**src/rtl/program_loader.sv**
```systemverilog
// Byte-stream program loader: a header byte gives the word count N, then N big-endian
// 16-bit words fill program memory while the CPU is held until the load completes.
module program_loader #(
  parameter int nBit  = 16,
  parameter int DEPTH = 64
) (
  input  logic            clk,
  input  logic            reset,
  input  logic [7:0]      rx_data,
  input  logic            rx_valid,
  output logic            rx_ready,
  input  logic            reload,
  input  logic [5:0]      PC,
  output logic [nBit-1:0] data_from_rom,
  output logic            cpu_hold,
  output logic            done,
  output logic            err,
  output logic [6:0]      word_count
);

  typedef enum logic [2:0] {
    S_IDLE    = 3'd0,
    S_LOAD_HI = 3'd1,
    S_LOAD_LO = 3'd2,
    S_DONE    = 3'd3,
    S_ERROR   = 3'd4
  } state_t;

  state_t          r_state;
  state_t          w_next_state;
  logic [6:0]      r_n;
  logic [7:0]      r_hi;
  logic [5:0]      r_waddr;
  logic [6:0]      r_word_count;
  logic [nBit-1:0] r_mem [DEPTH];

  logic w_xfer;
  logic w_header_ok;
  logic w_last_word;

  assign w_xfer      = rx_valid && rx_ready;
  assign w_header_ok = (rx_data[7] == 1'b0) && (rx_data[6:0] != 7'd0) && (rx_data[6:0] <= 7'd64);
  assign w_last_word = ((r_word_count + 7'd1) == r_n);

  always_ff @(posedge clk) begin
    if (reset) begin
      r_state <= S_IDLE;
    end else begin
      r_state <= w_next_state;
    end
  end

  always_comb begin
    w_next_state = r_state;
    case (r_state)
      S_IDLE: begin
        if (w_xfer) begin
          w_next_state = w_header_ok ? S_LOAD_HI : S_ERROR;
        end else begin
          w_next_state = S_IDLE;
        end
      end
      S_LOAD_HI: begin
        if (w_xfer) begin
          w_next_state = S_LOAD_LO;
        end else begin
          w_next_state = S_LOAD_HI;
        end
      end
      S_LOAD_LO: begin
        if (w_xfer) begin
          w_next_state = w_last_word ? S_DONE : S_LOAD_HI;
        end else begin
          w_next_state = S_LOAD_LO;
        end
      end
      S_DONE, S_ERROR: begin
        if (reload) begin
          w_next_state = S_IDLE;
        end else begin
          w_next_state = r_state;
        end
      end
      default: w_next_state = S_IDLE;
    endcase
  end

  always_comb begin
    rx_ready = 1'b1;
    cpu_hold = 1'b1;
    done     = 1'b0;
    err      = 1'b0;
    case (r_state)
      S_IDLE, S_LOAD_HI, S_LOAD_LO: begin
        rx_ready = 1'b1;
      end
      S_DONE: begin
        rx_ready = 1'b0;
        cpu_hold = 1'b0;
        done     = 1'b1;
      end
      S_ERROR: begin
        rx_ready = 1'b0;
        err      = 1'b1;
      end
      default: begin
        rx_ready = 1'b1;
      end
    endcase
  end

  // Header latch, held high byte, write address and word counter.
  always_ff @(posedge clk) begin
    if (reset) begin
      r_n          <= 7'd0;
      r_hi         <= 8'd0;
      r_waddr      <= 6'd0;
      r_word_count <= 7'd0;
    end else if (w_xfer) begin
      case (r_state)
        S_IDLE: begin
          if (w_header_ok) begin
            r_n          <= rx_data[6:0];
            r_waddr      <= 6'd0;
            r_word_count <= 7'd0;
          end
        end
        S_LOAD_HI: r_hi <= rx_data;
        S_LOAD_LO: begin
          r_word_count <= r_word_count + 7'd1;
          // Hold the address on the final word so it never passes N-1.
          if (!w_last_word) begin
            r_waddr <= r_waddr + 6'd1;
          end
        end
        default: r_hi <= r_hi;
      endcase
    end
  end

  // Program memory keeps its contents across reset.
  always_ff @(posedge clk) begin
    if (!reset && w_xfer && (r_state == S_LOAD_LO)) begin
      r_mem[r_waddr] <= {r_hi, rx_data};
    end
  end

  assign word_count    = r_word_count;
  assign data_from_rom = cpu_hold ? {nBit{1'b0}} : r_mem[PC];

endmodule

```
**config.mk**
```make
export PLATFORM = sky130hd
export DESIGN_NAME = program_loader
export DESIGN_NICKNAME = d
export VERILOG_FILES = /design/src/rtl/program_loader.sv
export SDC_FILE = /design/constraint.sdc
export NUM_CORES = 1
export LEC_CHECK = 0
export BUFFER_PORTS_ARGS = -buffer_cell sky130_fd_sc_hd__buf_4
export CAP_MARGIN = 20
export CELL_PAD_IN_SITES_DETAIL_PLACEMENT = 1
export CELL_PAD_IN_SITES_GLOBAL_PLACEMENT = 1
export CORE_MARGIN = 1
export CORE_UTILIZATION = 46
export DETAILED_ROUTE_END_ITERATION = 8
export GPL_ROUTABILITY_DRIVEN = 0
export PLACE_DENSITY_LB_ADDON = 0.3
export SLEW_MARGIN = 10
export SYNTH_ARGS = -nofsm -noshare
export SYNTH_HDL_FRONTEND = slang
export SYNTH_SLANG_ARGS = --single-unit
export TNS_END_PERCENT = 10
```
**constraint.sdc**
```tcl
create_clock -name clk -period 5.6 [get_ports clk]
set_clock_uncertainty 0.05 [all_clocks]
set_input_delay 0.84 -clock clk [delete_from_list [all_inputs] [get_ports clk]]
set_output_delay 0.84 -clock clk [all_outputs]
set_load 0.005 [all_outputs]
```
==> run_results.csv, run 1 <==
group,metric,value,unit
die,initial_core_util,46.7,%
timing,fmax,200,MHz
yosys,synth.top_cells.by_area,"edfxtp_1 (75%), mux4_2 (15%), mux2i_1 (2.7%)",
yosys,number_of_flip_flops_and_latches_in_the_synthesized_netlist,1055,
yosys,synth_warnings,0,
die,fp.dieArea,90000,um^2
job,drv.max_cap_violation_count,0,
worst_setup_path,crit_path_start_kind,"flip-flop",
detailed_routing,wire_per_inst,31.8,um
power_and_ir_drop,peakVddDrop,262,uV
timing,timing.hold.ws,0.405,ns
yosys,synthDominantAreaCellType,"edfxtp_1",
yosys,synth.lib_cells_used.distinct,52,
yosys,synth_nets,1907,
worst_setup_path,maximum_net_fanout_on_the_critical_path,15,
global_routing,globalRouteTotalUtil,23.6,%
global_routing,grt_pass1_wl,151,mm
yosys,synth_cells,1887,
detailed_routing,routed_wl,105,mm
detailed_routing,via_per_inst,6.11,
cts,hold_buffers,0,
timing,layout_min_cycle_time,5.00,ns
timing,worst_slew_pin_slew,1.06,ns
worst_hold_path,whs_path_depth,2,
power_and_ir_drop,power-per-cell-area,347,nW/um^2
cts,post-cts-setup-buffers,0,
detailed_routing,remaining_drc_errors,0,
die,fp-row-count,108,
placement,placedInstanceArea,43100,um^2
cts,cts.repair.resized,0,
cts,tritoncts,"built",
timing,hold_viol_final,0,
global_routing,initial_antenna_violation_count,4,
global_routing,global_route_total_overflow,0,
worst_setup_path,worst_setup_path_end_kind,"primary output",
final_layout,design.final.nets,2071,
yosys,number_of_flops_mapped_to_enable_cells_by_yosys,1024,
worst_setup_path,critical_path_required,4.71,ns
placement,port-buffer-count,44,
cts,number_of_buffers_created_by_cts,106,
worst_setup_path,path_depth_of_the_worst_reg2reg_path,6,
placement,placedCellCount,3095,
detailed_routing,dr.first_iter.drc_count,2146,
yosys,synthesis.area,40900,um^2
worst_setup_path,arrival_worst_endpoint,4.11,ns
cts,clkTransAtPathRegs,0.06,ns
detailed_routing,drt_first_pass_iters,5,
yosys,yosys.cell_count.top_type,"edfxtp_1",
status,outcome,"completed",
yosys,synth_top_cell_area_share,75.2,%
final_layout,layout.cell_area.non_filler,46500,um^2
yosys,synth_async_sr_flop_share,0,%
timing,post_route_setup_tns,0,ns
cts,worstSkewPairLatency,0.69,ns
final_layout,drive_above_1_share,27.3,%
cts,clock_tree.buffer_depth,3,
timing,slew_violations,0,
cts,clock_root_cell,"clkbuf_16",
timing,grt_setup_unrepaired,"false",
timing,slew-limit-headroom,29.2,%
detailed_routing,route.antenna.remaining_nets,0,
die,chipWidth,300,um
yosys,synth_area_per_cell,21.7,um^2
yosys,synth_flop_cell,"edfxtp_1",
global_routing,grt_start_max_net_pins,73,
power_and_ir_drop,leakagePower,15.7,nW
cts,number_of_clock_sinks,1055,
die,ios,45,
global_routing,first_global_vias,21286,
timing,final_min_period_over_clock_period,89.3,%
yosys,synth.yosys.seq_area_share,76.8,%
placement,dpl.hpwl,61.3,mm
timing,setup_viol,0,
cts,cts.htree.levels,3,
detailed_routing,detailroute.via_count,20088,
worst_hold_path,hold_path.class,"flip-flop to flip-flop",
final_layout,area_growth,13.8,%
yosys,synth_common_cells,"edfxtp_1 (1024), mux4_2 (264), mux2i_1 (110), nor2_1 (83), nand2_1 (64)",
final_layout,final_cells,3288,
die,die-height,300,um
final_layout,diodes,0,
worst_setup_path,critPathKind,"flip-flop to primary output",
die,core,87400,um^2
critical path: stages (launching register included):
cell      delay [ns]
dfxtp_1         0.64
nand2_1         0.14
or2_2           0.33
inv_1           0.31
nand2_1         0.51
a221oi_1        0.58
nor2_1          0.07
o21ai_0         0.60
buf_4           0.23
stage by stage:
step | total power (W) | utilization (%) | worst slack, ns
4_1_cts | 0.0163 | 53.1 | 0.668
6_report | 0.0161 | 53.2 | 0.598
3_5_place_dp | 0.00942 | 49.3 | 1.11
3_3_place_gp | 0.00940 | 49.3 | 1.08
2_1_floorplan | 0.00915 | - | 2.05
5_1_grt | 0.0165 | 53.2 | 0.549
final timing paths:
path         startpoint                end  slack, ns
max reg2reg  r_state[2]       r_mem[55][4]       1.91
min             r_hi[6]            r_hi[6]       0.40
max          r_state[1]  data_from_rom[10]       0.60
min reg2reg     r_hi[6]            r_hi[6]       0.40
where the power goes:
group / internal [W] / switching, W / total (W)
clock network: 0.00396 / 0.00294 / 0.00690
registers: 0.00861 / 0.0000105 / 0.00862
logic: 0.000236 / 0.000390 / 0.000626
flip-flops by register name, summed over array words and instances (netlist names):
register    count
r_hi            8
r_mem        1024
r_n             7
r_state         3
r_waddr         6
word_count      7
routing by layer:
layer  track usage [%]  vias up  wire length (um)
met5                 0        -                23
met2              38.3      780             51600
met1              31.9    10942             42400
met4              7.31        4              2570
met3              5.35      142              7890
li1                  -     8220                 -
cell type report:
class                      instances  area, um^2
multi-input combinational        726        9030
tap                             1155        1450
clock buffer                     143        2840
sequential                      1055       31400
timing repair buffer             156        1290
fill                            7592       40900
inverter                           6        22.5
clock inverter                    47         495
cells by family (layout without fill, tap and decap cells):
family	count (synthesis)	in the layout	synth area share (%)
flip-flops	1055	1055	76.8
multiplexers	375	375	17.3
AND/OR/NAND/NOR	224	224	2.57
AO/OA/AOI/OAI	116	116	1.97
buffers and inverters	106	352	1.18
XOR/XNOR	9	9	0.193
adder cells (fa/ha/maj)	2	2	0.0612
cells in the final DEF, fill, tap and decap left out, drive strengths merged, types with 6 or more instances in the layout:
| cell | netlist | final |
|---|---|---|
| bufinv | 0 | 9 |
| clkbuf | 29 | 144 |
| o22ai | 12 | 12 |
| nand2 | 65 | 65 |
| a211oi | 6 | 6 |
| nor2b | 8 | 8 |
| mux4 | 264 | 264 |
| dfxtp | 31 | 31 |
| a22oi | 50 | 50 |
| nand2b | 9 | 9 |
| buf | 71 | 155 |
| mux2i | 110 | 110 |
| inv | 6 | 7 |
| a21oi | 20 | 20 |
| nand3 | 20 | 20 |
| clkinv | 0 | 35 |
| edfxtp | 1024 | 1024 |
| o21ai | 11 | 11 |
| nor2 | 84 | 84 |
| or3 | 8 | 8 |
Power figures use the tool's default switching activity.
==> run 2, diff against run 1 <==
Settings changed: CTS_CLUSTER_SIZE set to 28, REMOVE_ABC_BUFFERS set to 1.
==> run 2 against run 1 <==
  * Via count rose by 1.2%
  * Core utilization rose by 0.32 points
  * Combinational power rose by 3%
  * Non-clock buffer count rose by 5
  * Die area did not move
  * Count of clock-buffer cells in the layout fell by 29
  * Global-route usage rose by 0.42 points
  * Largest power group unchanged
  * Highest routed layer is now met4
==> run_results.csv, run 2 (same netlist as run 1, synthesis figures left out) <==
group,metric,value,unit
status,outcome,"completed",
die,core,87400,um^2
worst_setup_path,critical_path.top_delay_family,"compound AO/OA/AOI/OAI gates",
placement,port-buffer-count,44,
timing,layout_min_cycle_time,5.13,ns
detailed_routing,drt_first_pass_iters,5,
final_layout,largest_register_ffs,1024,
timing,worst_slew_pin_slew,1.04,ns
timing,hold_viol_final,0,
cts,post-cts-setup-buffers,0,
global_routing,initial_antenna_violation_count,2,
worst_setup_path,critPathMaxStageDelay,0.70,ns
cts,clock_root_cell,"clkbuf_16",
die,ios,45,
global_routing,globalRouteTotalUtil,24.0,%
timing,post_route_setup_tns,0,ns
timing,fmax,195,MHz
cts,clock_tree.buffer_depth,3,
detailed_routing,routed_wl,107,mm
detailed_routing,via_per_inst,6.17,
die,initial_core_util,46.7,%
placement,dpl.hpwl,63.8,mm
final_layout,design.final.nets,2073,
die,fp-row-count,108,
global_routing,grt_pass1_wl,153,mm
final_layout,post_layout_utilization_of_the_core,53.5,%
die,chipWidth,300,um
worst_setup_path,critical_path_buf_inv_count,3,
detailed_routing,detailroute.wirelength.met2,51.6,mm
final_layout,layout.cells.most_common_list,"edfxtp_1 (1024), mux4_2 (264), buf_4 (146)",
die,die-height,300,um
global_routing,grt_start_max_net_pins,69,
worst_setup_path,worst_setup_path_end_kind,"primary output",
final_layout,sequential_cell_area,31400,um^2
die,fp.dieArea,90000,um^2
detailed_routing,routedLengthMet1,44.6,mm
cts,cts.htree.levels,3,
timing,slew_violations,0,
worst_hold_path,hold_path.class,"flip-flop to flip-flop",
timing,setup_viol,0,
final_layout,filler_cell_count,7501,
global_routing,global_route_total_overflow,0,
detailed_routing,detailroute.via_count,20329,
cts,worstSkewPairLatency,0.67,ns
cts,clkTransAtPathRegs,0.06,ns
final_layout,max_flop_register,"r_mem",
timing,slew-limit-headroom,30.4,%
detailed_routing,wl_met3,8.64,mm
power_and_ir_drop,power-per-cell-area,353,nW/um^2
detailed_routing,remaining_drc_errors,0,
final_layout,largestRegisters,"r_mem x1024, r_hi x8",
detailed_routing,wire_per_inst,32.4,um
final_layout,diodes,0,
final_layout,multi_input_comb_area,9040,um^2
worst_setup_path,arrival_worst_endpoint,4.24,ns
worst_setup_path,critical_path.slowest_cell,"a221oi_1",
detailed_routing,dr.first_iter.drc_count,2280,
worst_setup_path,critical_path.cell_chain,"nand2_1 -> or2_2 -> inv_1 -> buf_4 -> nand2_1 -> a221oi_1 -> nor2_1 -> o21ai_0 -> buf_4",
cts,number_of_clock_sinks,1055,
final_layout,layout_commonest_cell,"edfxtp_1",
worst_setup_path,critical_path_required,4.71,ns
timing,final_min_period_over_clock_period,91.6,%
cts,number_of_buffers_created_by_cts,103,
final_layout,drive_above_1_share,28.6,%
cts,tritoncts,"built",
power_and_ir_drop,peakVddDrop,346,uV
worst_setup_path,critPathKind,"flip-flop to primary output",
job,drv.max_cap_violation_count,0,
detailed_routing,route.antenna.remaining_nets,0,
timing,grt_setup_unrepaired,"false",
cts,hold_buffers,0,
power_and_ir_drop,leakagePower,15.8,nW
worst_setup_path,crit_path_start_kind,"flip-flop",
final_layout,area_growth,14.5,%
detailed_routing,top_signal_layer_used,"met4",
cts,cts.repair.resized,0,
worst_setup_path,maximum_net_fanout_on_the_critical_path,15,
global_routing,first_global_vias,20921,
[run 2: cell types whose count changed in the layout (fill, tap and decap cells not counted), sizes merged]
cell      change
clkinv       +19
clkinvlp      +1
clkbuf       -29
buf           +5
bufinv        +9
inv           +4
[run 2: final cells by class]
| class | instances | share of cell area (%) |
|---|---|---|
| sequential | 1055 | 67.1 |
| multi-input combinational | 726 | 19.3 |
| clock inverter | 80 | 1.91 |
| inverter | 6 | 0.0481 |
| tap | 1155 | 3.09 |
| timing repair buffer | 161 | 2.94 |
| clock buffer | 114 | 5.64 |
[run 2: path summary, 6_finish.rpt]
check | start | to | slack, ns | depth (start not counted)
min reg2reg | r_hi[6] | r_hi[6] | 0.41 | 2
max reg2reg | r_state[2] | r_mem[32][12] | 1.68 | 6
min | r_hi[6] | r_hi[6] | 0.41 | 2
max | r_state[1] | data_from_rom[6] | 0.47 | 9
[run 2: through the flow]
step | hold slack [ns] | cells | worst slack [ns] | area, um^2 | total power [W]
global placement | 0.389 | 3101 | 0.935 | 43200 | 0.00941
finish | 0.413 | 3297 | 0.473 | 46800 | 0.0165
floorplan | 0.430 | 1787 | 2.37 | 40400 | 0.00905
global route | 0.433 | 3297 | 0.348 | 46800 | 0.0169
detailed placement | 0.406 | 3102 | 0.948 | 43200 | 0.00943
CTS | 0.415 | 3296 | 0.543 | 46800 | 0.0166
[run 2: worst register-to-register path: cells and delay by family (launching register included)]
family                 cells  cell delay (ns)
buffers and inverters      1             0.36
flip-flops                 1             0.40
AND/OR/NAND/NOR            5             2.81
[run 2: layer usage]
metal,track usage [%],vias to the layer above
met5,0,-
li1,-,8235
met1,34.7,11051
met3,4.22,119
met4,5.64,0
met2,38.3,924
[run 2: where the power goes]
| part | internal, W | switching [W] |
|---|---|---|
| sequential | 0.00861 | 0.00000955 |
| clock | 0.00424 | 0.00300 |
| combinational | 0.000241 | 0.000400 |
| total | 0.0131 | 0.00341 |
